## src/rtl/iqueue_dispatcher.sv

```systemverilog
// In-order instruction dispatcher: circular FIFO of decoded instructions that
// issues up to NUM_PARALLEL_INSTR_DISPATCHES head entries per cycle, picking a
// target execution unit for each by round robin over the ready units.

`ifndef NUM_PARALLEL_INSTR_DISPATCHES
`define NUM_PARALLEL_INSTR_DISPATCHES 2
`endif

`ifndef LOG2_NUM_EXEC_UNITS
`define LOG2_NUM_EXEC_UNITS 2
`endif

package iqueue_pkg;
    typedef logic [31:0] type_iqueue_entry;
endpackage

module iqueue_dispatcher
    import iqueue_pkg::*;
#(
    parameter int NUM_PARALLEL_INSTR_DISPATCHES = `NUM_PARALLEL_INSTR_DISPATCHES,
    parameter int NUM_EXEC_UNITS                = 4,
    parameter int LOG2_NUM_EXEC_UNITS           = `LOG2_NUM_EXEC_UNITS,
    parameter int DEPTH                         = 8
) (
    input  logic                     clk,
    input  logic                     reset_n,
    input  logic                     flush_i,
    input  type_iqueue_entry         enq_instr_i,
    input  logic                     enq_valid_i,
    output logic                     enq_ready_o,
    input  logic [NUM_EXEC_UNITS-1:0] eu_ready_i,
    output type_iqueue_entry [NUM_PARALLEL_INSTR_DISPATCHES-1:0] dispatched_instr_o,
    output logic [NUM_PARALLEL_INSTR_DISPATCHES-1:0] dispatched_instr_valid_o,
    output logic [LOG2_NUM_EXEC_UNITS-1:0][NUM_PARALLEL_INSTR_DISPATCHES-1:0] dispatched_instr_alloc_euidx_o,
    output logic [$clog2(DEPTH):0]   occupancy_o
);

    localparam int N  = NUM_PARALLEL_INSTR_DISPATCHES;
    localparam int AW = $clog2(DEPTH);
    localparam int PW = AW + 1;
    localparam int EW = LOG2_NUM_EXEC_UNITS;

    // Pointers carry an extra wrap bit so full and empty are distinguishable.
    logic [PW-1:0]         head;
    logic [PW-1:0]         tail;
    logic [PW-1:0]         count;
    type_iqueue_entry      mem [DEPTH];

    logic [EW-1:0]         rr_ptr;
    logic [NUM_EXEC_UNITS-1:0] blackout;
    logic [NUM_EXEC_UNITS-1:0] eligible;
    logic [NUM_EXEC_UNITS-1:0] taken;

    logic [N-1:0]          slot_valid;
    logic [EW-1:0]         slot_eu [N];
    logic [AW-1:0]         rd_idx [N];
    logic [PW-1:0]         alloc_cnt;
    logic [EW-1:0]         next_rr;
    logic                  enq_fire;

    logic                  stop;
    logic                  found;
    logic [EW-1:0]         pick;
    logic [EW-1:0]         cand;

    assign count       = tail - head;
    assign occupancy_o = count;

    // Enqueue admission uses the registered count only, so a dispatch in the
    // same cycle never frees a slot for an incoming instruction.
    assign enq_ready_o = (count < PW'(DEPTH)) && !flush_i;
    assign enq_fire    = enq_valid_i && enq_ready_o;

    // An EU that was handed an instruction last cycle is skipped this cycle,
    // giving its registered ready flag time to reflect the new work.
    assign eligible = eu_ready_i & ~blackout;

    // FIFO read addresses for each slot, wrapping naturally at DEPTH.
    always_comb begin
        for (int k = 0; k < N; k++) begin
            rd_idx[k] = head[AW-1:0] + AW'(k);
        end
    end

    // Slot allocation: contiguous from slot 0, each slot takes the first
    // eligible unclaimed EU from rr_ptr upward; the first miss ends the scan.
    always_comb begin
        taken      = '0;
        slot_valid = '0;
        alloc_cnt  = '0;
        next_rr    = rr_ptr;
        stop       = 1'b0;
        found      = 1'b0;
        pick       = '0;
        cand       = '0;
        for (int k = 0; k < N; k++) begin
            slot_eu[k] = '0;
        end
        for (int k = 0; k < N; k++) begin
            found = 1'b0;
            pick  = '0;
            if (!stop && !flush_i && (PW'(k) < count)) begin
                for (int j = 0; j < NUM_EXEC_UNITS; j++) begin
                    cand = EW'((int'(rr_ptr) + j) % NUM_EXEC_UNITS);
                    if (!found && eligible[cand] && !taken[cand]) begin
                        found = 1'b1;
                        pick  = cand;
                    end
                end
            end
            if (found) begin
                slot_valid[k] = 1'b1;
                slot_eu[k]    = pick;
                taken[pick]   = 1'b1;
                alloc_cnt     = alloc_cnt + PW'(1);
                next_rr       = EW'((int'(pick) + 1) % NUM_EXEC_UNITS);
            end else begin
                stop = 1'b1;
            end
        end
    end

    // Instruction storage; contents need no reset because valid tracking
    // lives entirely in the pointers.
    always_ff @(posedge clk) begin
        if (enq_fire) begin
            mem[tail[AW-1:0]] <= enq_instr_i;
        end
    end

    // Queue pointers, round-robin position and blackout mask.
    always_ff @(posedge clk or negedge reset_n) begin
        if (!reset_n) begin
            head     <= '0;
            tail     <= '0;
            rr_ptr   <= '0;
            blackout <= '0;
        end else if (flush_i) begin
            head     <= '0;
            tail     <= '0;
            rr_ptr   <= '0;
            blackout <= '0;
        end else begin
            head     <= head + alloc_cnt;
            tail     <= tail + PW'(enq_fire);
            rr_ptr   <= next_rr;
            blackout <= taken;
        end
    end

    // Registered dispatch outputs; idle slots are driven to zero. The euidx
    // port is bit-major: [index bit][slot].
    always_ff @(posedge clk or negedge reset_n) begin
        if (!reset_n) begin
            dispatched_instr_valid_o       <= '0;
            dispatched_instr_o             <= '0;
            dispatched_instr_alloc_euidx_o <= '0;
        end else if (flush_i) begin
            dispatched_instr_valid_o       <= '0;
            dispatched_instr_o             <= '0;
            dispatched_instr_alloc_euidx_o <= '0;
        end else begin
            dispatched_instr_valid_o <= slot_valid;
            for (int k = 0; k < N; k++) begin
                dispatched_instr_o[k] <= slot_valid[k] ? mem[rd_idx[k]] : '0;
                for (int b = 0; b < EW; b++) begin
                    dispatched_instr_alloc_euidx_o[b][k] <= slot_eu[k][b];
                end
            end
        end
    end

endmodule

```

## config.mk

```make
export PLATFORM = sky130hd
export DESIGN_NAME = iqueue_dispatcher
export DESIGN_NICKNAME = d
export VERILOG_FILES = /design/src/rtl/iqueue_dispatcher.sv
export SDC_FILE = /design/constraint.sdc
export NUM_CORES = 1
export LEC_CHECK = 0
export CAP_MARGIN = 20
export CORE_MARGIN = 5
export CORE_UTILIZATION = 58
export DETAILED_ROUTE_END_ITERATION = 8
export PLACE_DENSITY = 0.85
export SLEW_MARGIN = 30
export SYNTH_ARGS = -nofsm -noshare
export SYNTH_HDL_FRONTEND = slang
export SYNTH_SLANG_ARGS = --single-unit
```

## constraint.sdc

```tcl
create_clock -name clk -period 7.3 [get_ports clk]
set_input_delay 1.825 -clock clk [delete_from_list [all_inputs] [get_ports clk]]
set_output_delay 1.825 -clock clk [all_outputs]
set_load 0.02 [all_outputs]
```

==> results.txt, run 1 <==
* Result of the run: complete, no violations
- Row generation in the floorplan step produced 58 rows.
* Nature of the critical path endpoint: output pin
- Number of buffer cells added on primary ports: 114
* Weighted congestion at the end of routability-driven global placement: 0.845
* Setup skew after layout: 22.1 ps
- Beginning of the worst register-to-register path: head[2]$_DFF_PN0_
- Derived from the worst setup path, the maximum achievable clock frequency is 0.195 GHz.
* Pin count of the biggest net entering global routing: 73
* Slew @ Worst Pin: 816 ps
- After filler insertion, the fill cell instance count of the layout stands at 1504.
- IR analysis of the VDD net gives a maximum drop of 0.000296 V.
* Clk slew on worst S/H paths: 60 ps
- For hold timing, the worst endpoint is tail[3]$_DFF_PN0_.
* Count of flip-flops with a built-in enable after synthesis: 256
* Area of the mapped netlist: 0.0148 mm^2
- Static power due to leakage: 0.00607 uW
- The worst setup path is launched from an input port.
- Tracing the worst setup path back leads to its startpoint at flush_i.
* Core Footprint: 0.0252 mm^2
- Cell Count, Final, Fillers Out: 1344
* Main synth FF type: sky130_fd_sc_hd__edfxtp_1
* Class of the tightest hold or removal check: reg -> reg
* Drt pass-1 iters: 5
- In the layout the commonest cells are sky130_fd_sc_hd__edfxtp_1, sky130_fd_sc_hd__nand2_1, sky130_fd_sc_hd__mux4_2.
- Total design power: 7140 uW
- After clock tree synthesis, the repair step resized 0 gates.
- Of the total power, combinational logic draws 41.2%.
- In this run the register-to-register setup slack is 2920 ps.
- In the post-synthesis netlist, the biggest area contributors are sky130_fd_sc_hd__edfxtp_1, sky130_fd_sc_hd__mux4_2, sky130_fd_sc_hd__dfrtp_1, sky130_fd_sc_hd__nand2_1, sky130_fd_sc_hd__a21oi_1.
- Detailed placement finished with a half-perimeter wire length of 20000 um.
* Number of buffer and inverter instances along the worst setup path: 2
- The cell family contributing the most delay on the critical path is buffers and inverters.
- Clock H-tree levels: 2
- Worst R2R Path Depth: 16
- P_int: 4670 uW
* Clock Power Share: 23.5%
- The die covers 0.0289 mm^2.
- Subtracting the final worst setup slack from the clock period gives 5140 ps.
- Area of the multi-input gates: 0.00485 mm^2
* Clock tree from TritonCTS: done
* Per-instance average area after synthesis: 16.9 um^2
- The first global-routing pass estimated 55800 um of wire.
* Setup Buffers After CTS: 0
- CTS placed an instance of sky130_fd_sc_hd__clkbuf_16 at the clock tree root.
- After clock tree synthesis, the flow added hold-fix buffers numbering 0.
- Critical-path top delay cell: sky130_fd_sc_hd__clkdlybuf4s50_1
- Drt drc: 0
- Kind of critical path: in -> out
* Clock latency reported for the late side of the worst-skew pair: 510 ps
* Fraction of layout cells with a size suffix above 1: 22.7%
- Number of antenna-violating nets in the routed design: 0
- STA puts the critical path data required time at 5480 ps.
* Global-route usage over all layers: 25.6%
* Gate count after technology mapping: 877
* I/O pins: 115
* Syn nets: 928
- Startpoint of the most critical hold path: tail[3]$_DFF_PN0_
- Number of nets at the end of the flow: 1041
- Relative slew margins: 45.6%
- Slowest Stage Delay on Critical Path: 670 ps
- Synth unique cells: 55
- Along the worst path, the maximum fanout reaches 12.
- Most used cell, CP: sky130_fd_sc_hd__clkdlybuf4s50_1
- Setup repair after global routing left no endpoint under its margin.
* Total CTS buffers: 34
- The number of antenna violations at the first check in global routing is 2.
- Share of Yosys cell area claimed by the top area cell type: 51.8%
- In this run the power spent charging and discharging nets is 2470 uW.
- Total via count after detailed routing: 8893
- Fin Setup TNS: 0 ps
- Measured along the y axis, the die boundary spans 170 um.
- The worst path uses 70.4% of the clock period.
- The initial utilization of the core area, before any placement, comes to 58.9%.
* Flip-flop and latch count after synthesis: 340
* Deepest clock path buffer count: 3
* End of the worst register-to-register path: head[2]$_DFF_PN0_
* Most common cell after layout, fill and taps aside: sky130_fd_sc_hd__edfxtp_1
- Worst Hold Depth: 2
- Drt initial violations: 1059
- During synthesis, Yosys emitted a total of 0 warnings.
- The number of global-route vias before repair is 9359.
* Number of maximum-capacitance violations: 0
* Overall routed net length: 36300 um
- For this design the ratio of total power to cell area is 407 mW/mm^2.
- In this run, placement finished with an instance count of 1282.
- Mean routed wirelength per cell: 27.0 um
- Of all cell types, the one taking the most synthesized area is sky130_fd_sc_hd__edfxtp_1.
* CTS sink cnt: 340
* Vias per inst: 6.62
- Sequential cells burn 35.3% of the power.
- Register area: 0.00980 mm^2
- Overflow after GRT: 0
* Crit-path cells: clkdlybuf4s50_1, nor2_1, clkdlybuf4s50_1
- Of all flip-flops after synthesis, the portion carrying an async set or reset was 24.7%.
* Fraction of power spent switching nets: 34.6%
- Data on the critical path arrives at its endpoint at 3310 ps.
- Relative to the synthesized area, the layout overhead comes to 18.3%.
- The total count of hold-check failures in the final report is 0.
- Sequential elements use 66.0% of the synthesized area.
- The number of pins with negative max-slew slack in the final report is 0.
- Die width: 170 um
* Finish-stage setup viols: 0
synthesized netlist by cell type (2+ instances only):
cell type,count
sky130_fd_sc_hd__ha_1,9
sky130_fd_sc_hd__nor2b_1,11
sky130_fd_sc_hd__fa_1,2
sky130_fd_sc_hd__o21ai_0,4
sky130_fd_sc_hd__buf_2,7
sky130_fd_sc_hd__o32ai_1,2
sky130_fd_sc_hd__mux2i_1,2
sky130_fd_sc_hd__nand2_1,142
sky130_fd_sc_hd__dfrtp_1,84
sky130_fd_sc_hd__a21oi_1,75
sky130_fd_sc_hd__nand3b_1,3
sky130_fd_sc_hd__nand3_1,4
sky130_fd_sc_hd__mux4_2,128
sky130_fd_sc_hd__edfxtp_1,256
sky130_fd_sc_hd__inv_1,12
sky130_fd_sc_hd__nor2_1,25
sky130_fd_sc_hd__a32oi_1,2
sky130_fd_sc_hd__nor3b_2,2
sky130_fd_sc_hd__buf_6,2
sky130_fd_sc_hd__and3_1,2
sky130_fd_sc_hd__nor3_1,3
sky130_fd_sc_hd__a21o_1,3
sky130_fd_sc_hd__a211oi_1,2
sky130_fd_sc_hd__o21a_1,2
sky130_fd_sc_hd__xor2_1,4
sky130_fd_sc_hd__nand2b_1,7
sky130_fd_sc_hd__buf_1,12
sky130_fd_sc_hd__xnor2_1,7
sky130_fd_sc_hd__clkbuf_1,36
sky130_fd_sc_hd__a22o_2,2
worst register-to-register path, cell delays in order (launching register included):
cell and delay, ps:
sky130_fd_sc_hd__dfrtp_2 340, sky130_fd_sc_hd__buf_4 540, sky130_fd_sc_hd__clkinv_1 200, sky130_fd_sc_hd__ha_1 370, sky130_fd_sc_hd__xor2_1 180, sky130_fd_sc_hd__nor2_1 190
sky130_fd_sc_hd__nand4b_1 240, sky130_fd_sc_hd__nor3b_2 300, sky130_fd_sc_hd__a21oi_1 200, sky130_fd_sc_hd__nand2_1 120, sky130_fd_sc_hd__o41ai_2 370, sky130_fd_sc_hd__inv_1 110
sky130_fd_sc_hd__ha_1 300, sky130_fd_sc_hd__ha_1 210, sky130_fd_sc_hd__fa_1 380, sky130_fd_sc_hd__xnor2_1 160, sky130_fd_sc_hd__nor2_1 50
routing by layer:
metal	global-route usage [%]	routed length, um	up-vias
met5	0	19	-
met4	8.44	987	4
met3	5.44	3480	97
met2	43.1	18500	588
met1	34.0	13400	4548
li1	-	-	3656
area by class of cell:
cell class | instances | area share (%)
diodes | 1 | 0.0143
clock buffers | 43 | 5.52
clock inverters | 16 | 0.656
inverters | 13 | 0.278
multi-input cells | 466 | 27.6
flip-flops and latches | 340 | 55.9
well taps | 330 | 2.35
repair buffers | 135 | 7.67
registers in the layout, summed over array words and instances (netlist names):
register / count
mem: 256
rr_ptr: 2
tail: 4
head: 4
dispatched_instr_alloc_euidx_o: 4
dispatched_instr_o: 64
blackout: 4
dispatched_instr_valid_o: 2
how the worst max path moves through the flow:
stage,endpoint,depth (start not counted),slack [ps]
2_1_floorplan,mem[1][0]$_DFFE_PP_,11,1910
3_3_place_gp,head[2]$_DFF_PN0_,14,1860
3_5_place_dp,head[2]$_DFF_PN0_,14,1750
4_1_cts,enq_ready_o,9,2150
5_1_grt,enq_ready_o,9,1940
6_report,enq_ready_o,3,2160
kinds of logic after synthesis:
| logic type | share of synthesized area, % |
|---|---|
| XOR/XNOR | 0.650 |
| AO/OA/AOI/OAI | 4.58 |
| multiplexers | 19.7 |
| flip-flops | 66.0 |
| AND/OR/NAND/NOR | 6.09 |
| adder cells (fa/ha/maj) | 1.03 |
| buffers and inverters | 1.98 |
through the flow:
stage               setup WS, ps  util, %  instance area (um^2)  hold WS (ps)
finish                      2160     69.7                 17500           561
detailed placement          1750     65.2                 16400           552
floorplan                   1910        -                 14800           525
global route                1940     69.6                 17500           604
global placement            1860     65.1                 16400           545
CTS                         2150     69.5                 17500           566
power by group through the flow:
| stage | clock (uW) | combinational [uW] | sequential [uW] |
|---|---|---|---|
| after CTS | 1700 | 2920 | 2540 |
| after floorplan | 0 | 1770 | 2690 |
| after global placement | 0 | 2810 | 2560 |
| after global routing | 1790 | 3140 | 2550 |
| after detailed placement | 0 | 2870 | 2570 |
| final | 1680 | 2940 | 2520 |
Note: power is estimated with default switching activity, not from simulation.
==> run 2, diff against run 1 <==
CORE_UTILIZATION = 53   (was 58)
PLACE_DENSITY = 0.82   (was 0.85)
clock period = 4.2 ns   (was 7.3 ns; I/O delays follow)
==> results.txt, run 2 (synthesis results as in run 1) <==
* Maximum fanout encountered on the critical timing path: 4
* Post-route fraction of the period consumed by the critical path: 94.4%
* Setup Buffers After CTS: 0
* Hpwl dp: 20900 um
- STA classifies the critical path startpoint as an input port.
- Cell chosen for the clock root: sky130_fd_sc_hd__clkbuf_16
- Overall routed net length: 35600 um
- The total count of hold-check failures in the final report was 0.
- In the routed layout, each cell is associated on average with a via count of 6.25.
- Kind of critical path: in -> reg
- Weighted congestion at the end of routability-driven global placement: 0.902
* Fmax: 0.252 GHz
* Power per unit of standard cell area: 707 mW/mm^2
- Compared with the post-synthesis result, the final layout area differs by 20.6%.
* Drt initial violations: 967
* Worst R2R Path Depth: 16
- Once layout is complete, the utilization of the core stands at 64.6%.
- For flop-to-flop paths, the worst setup slack is 290 ps.
- For this run, design rule violations remaining after detail routing come to 0.
* Nature of the critical path endpoint: flip-flop
- After floorplanning, the core was divided into 61 placement rows.
* Fin Setup TNS: 0 ps
- Most common cell after layout, fill and taps aside: sky130_fd_sc_hd__edfxtp_1
* Fill cell count: 1801
- Summed over all cells, the static leakage comes to 0.00621 uW.
- Setup violations remaining at the end of the flow were counted as 0.
- Setup skew after layout: 11.2 ps
- Class of the tightest hold or removal check: in -> async
* Fraction of layout cells with a size suffix above 1: 24.7%
* End of the worst register-to-register path: head[1]$_DFF_PN0_
* Worst Setup Slack post-DPL: -229 ps
- The flow ran to the end, and the final reports show no timing, DRC or antenna violations.
* Worst Path Required: 4620 ps
* Overflow after GRT: 0
- Wire length of the first global-routing pass: 55300 um
- Beginning of the worst register-to-register path: tail[0]$_DFF_PN0_
* Core Footprint: 0.0277 mm^2
- Die width: 177 um
- Slew @ Worst Pin: 917 ps
- Final max-slew violation count: 0
- Once placement finished, the instance area stood at 0.0168 mm^2.
- Maximum vdd drop: 0.000435 V
- At the end of the flow, the number of nets in the layout was 1072.
- Once detail routing completed, the nets flagged for antenna violations numbered 0.
- Total via count after detailed routing: 8910
- Clock H-tree levels: 2
- Die Outline Area: 0.0314 mm^2
- Smallest setup slack after layout: 235 ps
- In this run the tool buffered the top-level ports with 114 buffer cells.
- Die height: 177 um
- At the later pin of the worst-skew pair, clock insertion delay measures 500 ps.
* Deepest clock path buffer count: 3
- TritonCTS built the clock tree.
- Starting density of the core: 53.5%
* Via count of the first global-routing pass: 9492
- Number of maximum-capacitance violations: 0
- Number of flip-flops in the largest register: 256
* Unrepaired setup endpoints after global routing: no
* Post-CTS Hold Fix Bufs: 0
- Post-layout instance area: 0.0179 mm^2
* Mean routed wirelength per cell: 25.0 um
- Before antenna repair, the detailed router went through 6 iterations.
* Count of instances resized after the clock tree is built: 0
- CTS sink cnt: 340
- The number of clock buffers added by TritonCTS is 35.
* Pin count of the biggest net entering global routing: 131
- In the layout the commonest cells are sky130_fd_sc_hd__edfxtp_1, sky130_fd_sc_hd__nand2_1, sky130_fd_sc_hd__mux4_2.
* Antenna violations before repair: 2
- Clock period minus final worst setup slack: 3970 ps
* Clk slew on worst S/H paths: 60 ps
- Global-route usage over all layers: 23.3%
- I/O pins: 115
- Relative slew margins: 38.9%
- At the worst endpoint, the arrival time is 4390 ps.
-- run 2: cell types whose count changed in the layout (fill, tap and decap cells not counted), sizes merged --
cell and change:
bufinv +2, clkbuf +8, inv +1, buf +30
clkinvlp -1, clkinv -7
-- run 2: critical path, stage by stage --
cell,delay (ps)
sky130_fd_sc_hd__clkdlybuf4s50_1,550
sky130_fd_sc_hd__nor2b_1,350
sky130_fd_sc_hd__nor3_1,100
sky130_fd_sc_hd__a21oi_1,140
sky130_fd_sc_hd__and4_1,290
sky130_fd_sc_hd__o2bb2ai_1,170
sky130_fd_sc_hd__nand2_1,140
sky130_fd_sc_hd__o41ai_4,360
sky130_fd_sc_hd__inv_1,100
sky130_fd_sc_hd__ha_1,300
sky130_fd_sc_hd__ha_1,210
sky130_fd_sc_hd__fa_1,500
sky130_fd_sc_hd__nor2b_1,140
-- run 2: worst max path at each step --
| stage | from | endpoint | slack [ps] | cells after the start |
|---|---|---|---|---|
| after global placement | eu_ready_i[1] | head[2]$_DFF_PN0_ | -120 | 14 |
| after global routing | tail[0]$_DFF_PN0_ | head[1]$_DFF_PN0_ | 60 | 16 |
| after detailed placement | eu_ready_i[0] | head[2]$_DFF_PN0_ | -230 | 14 |
| after floorplan | head[1]$_DFF_PN0_ | head[2]$_DFF_PN0_ | 40 | 20 |
| after CTS | eu_ready_i[0] | head[1]$_DFF_PN0_ | 270 | 13 |
| final | eu_ready_i[0] | head[1]$_DFF_PN0_ | 230 | 13 |
-- run 2: per-layer routing --
metal  track usage, %  vias up  routed length [um]
li1                 -     3711                   -
met1             30.8     4530               12900
met2             38.9      555               18000
met3             4.93      112                3460
met4             8.35        2                1260
met5                0        -                  13
-- run 2: through the flow --
stage | std cells | power, uW | hold WS (ps)
2_1_floorplan | 877 | 7790 | 525
3_3_place_gp | 1362 | 9580 | 542
6_report | 1425 | 12600 | 567
4_1_cts | 1424 | 12700 | 575
5_1_grt | 1425 | 13300 | 626
3_5_place_dp | 1362 | 9680 | 562
-- run 2: area by class of cell --
cell class / instances / area (um^2) / share of cell area (%)
clock inverter: 11 / 141 / 0.790
timing repair buffer: 165 / 1590 / 8.87
antenna: 1 / 2.50 / 0.0140
clock buffer: 51 / 956 / 5.34
inverter: 13 / 48.8 / 0.273
tap: 378 / 473 / 2.64
sequential: 340 / 9800 / 54.8
multi-input combinational: 466 / 4880 / 27.3
-- run 2: power by group --
group	switching, uW	internal, uW	total (uW)
Sequential	212	4070	4280
Clock	1220	1770	2990
Combinational	2870	2510	5370
Total	4300	8350	12600
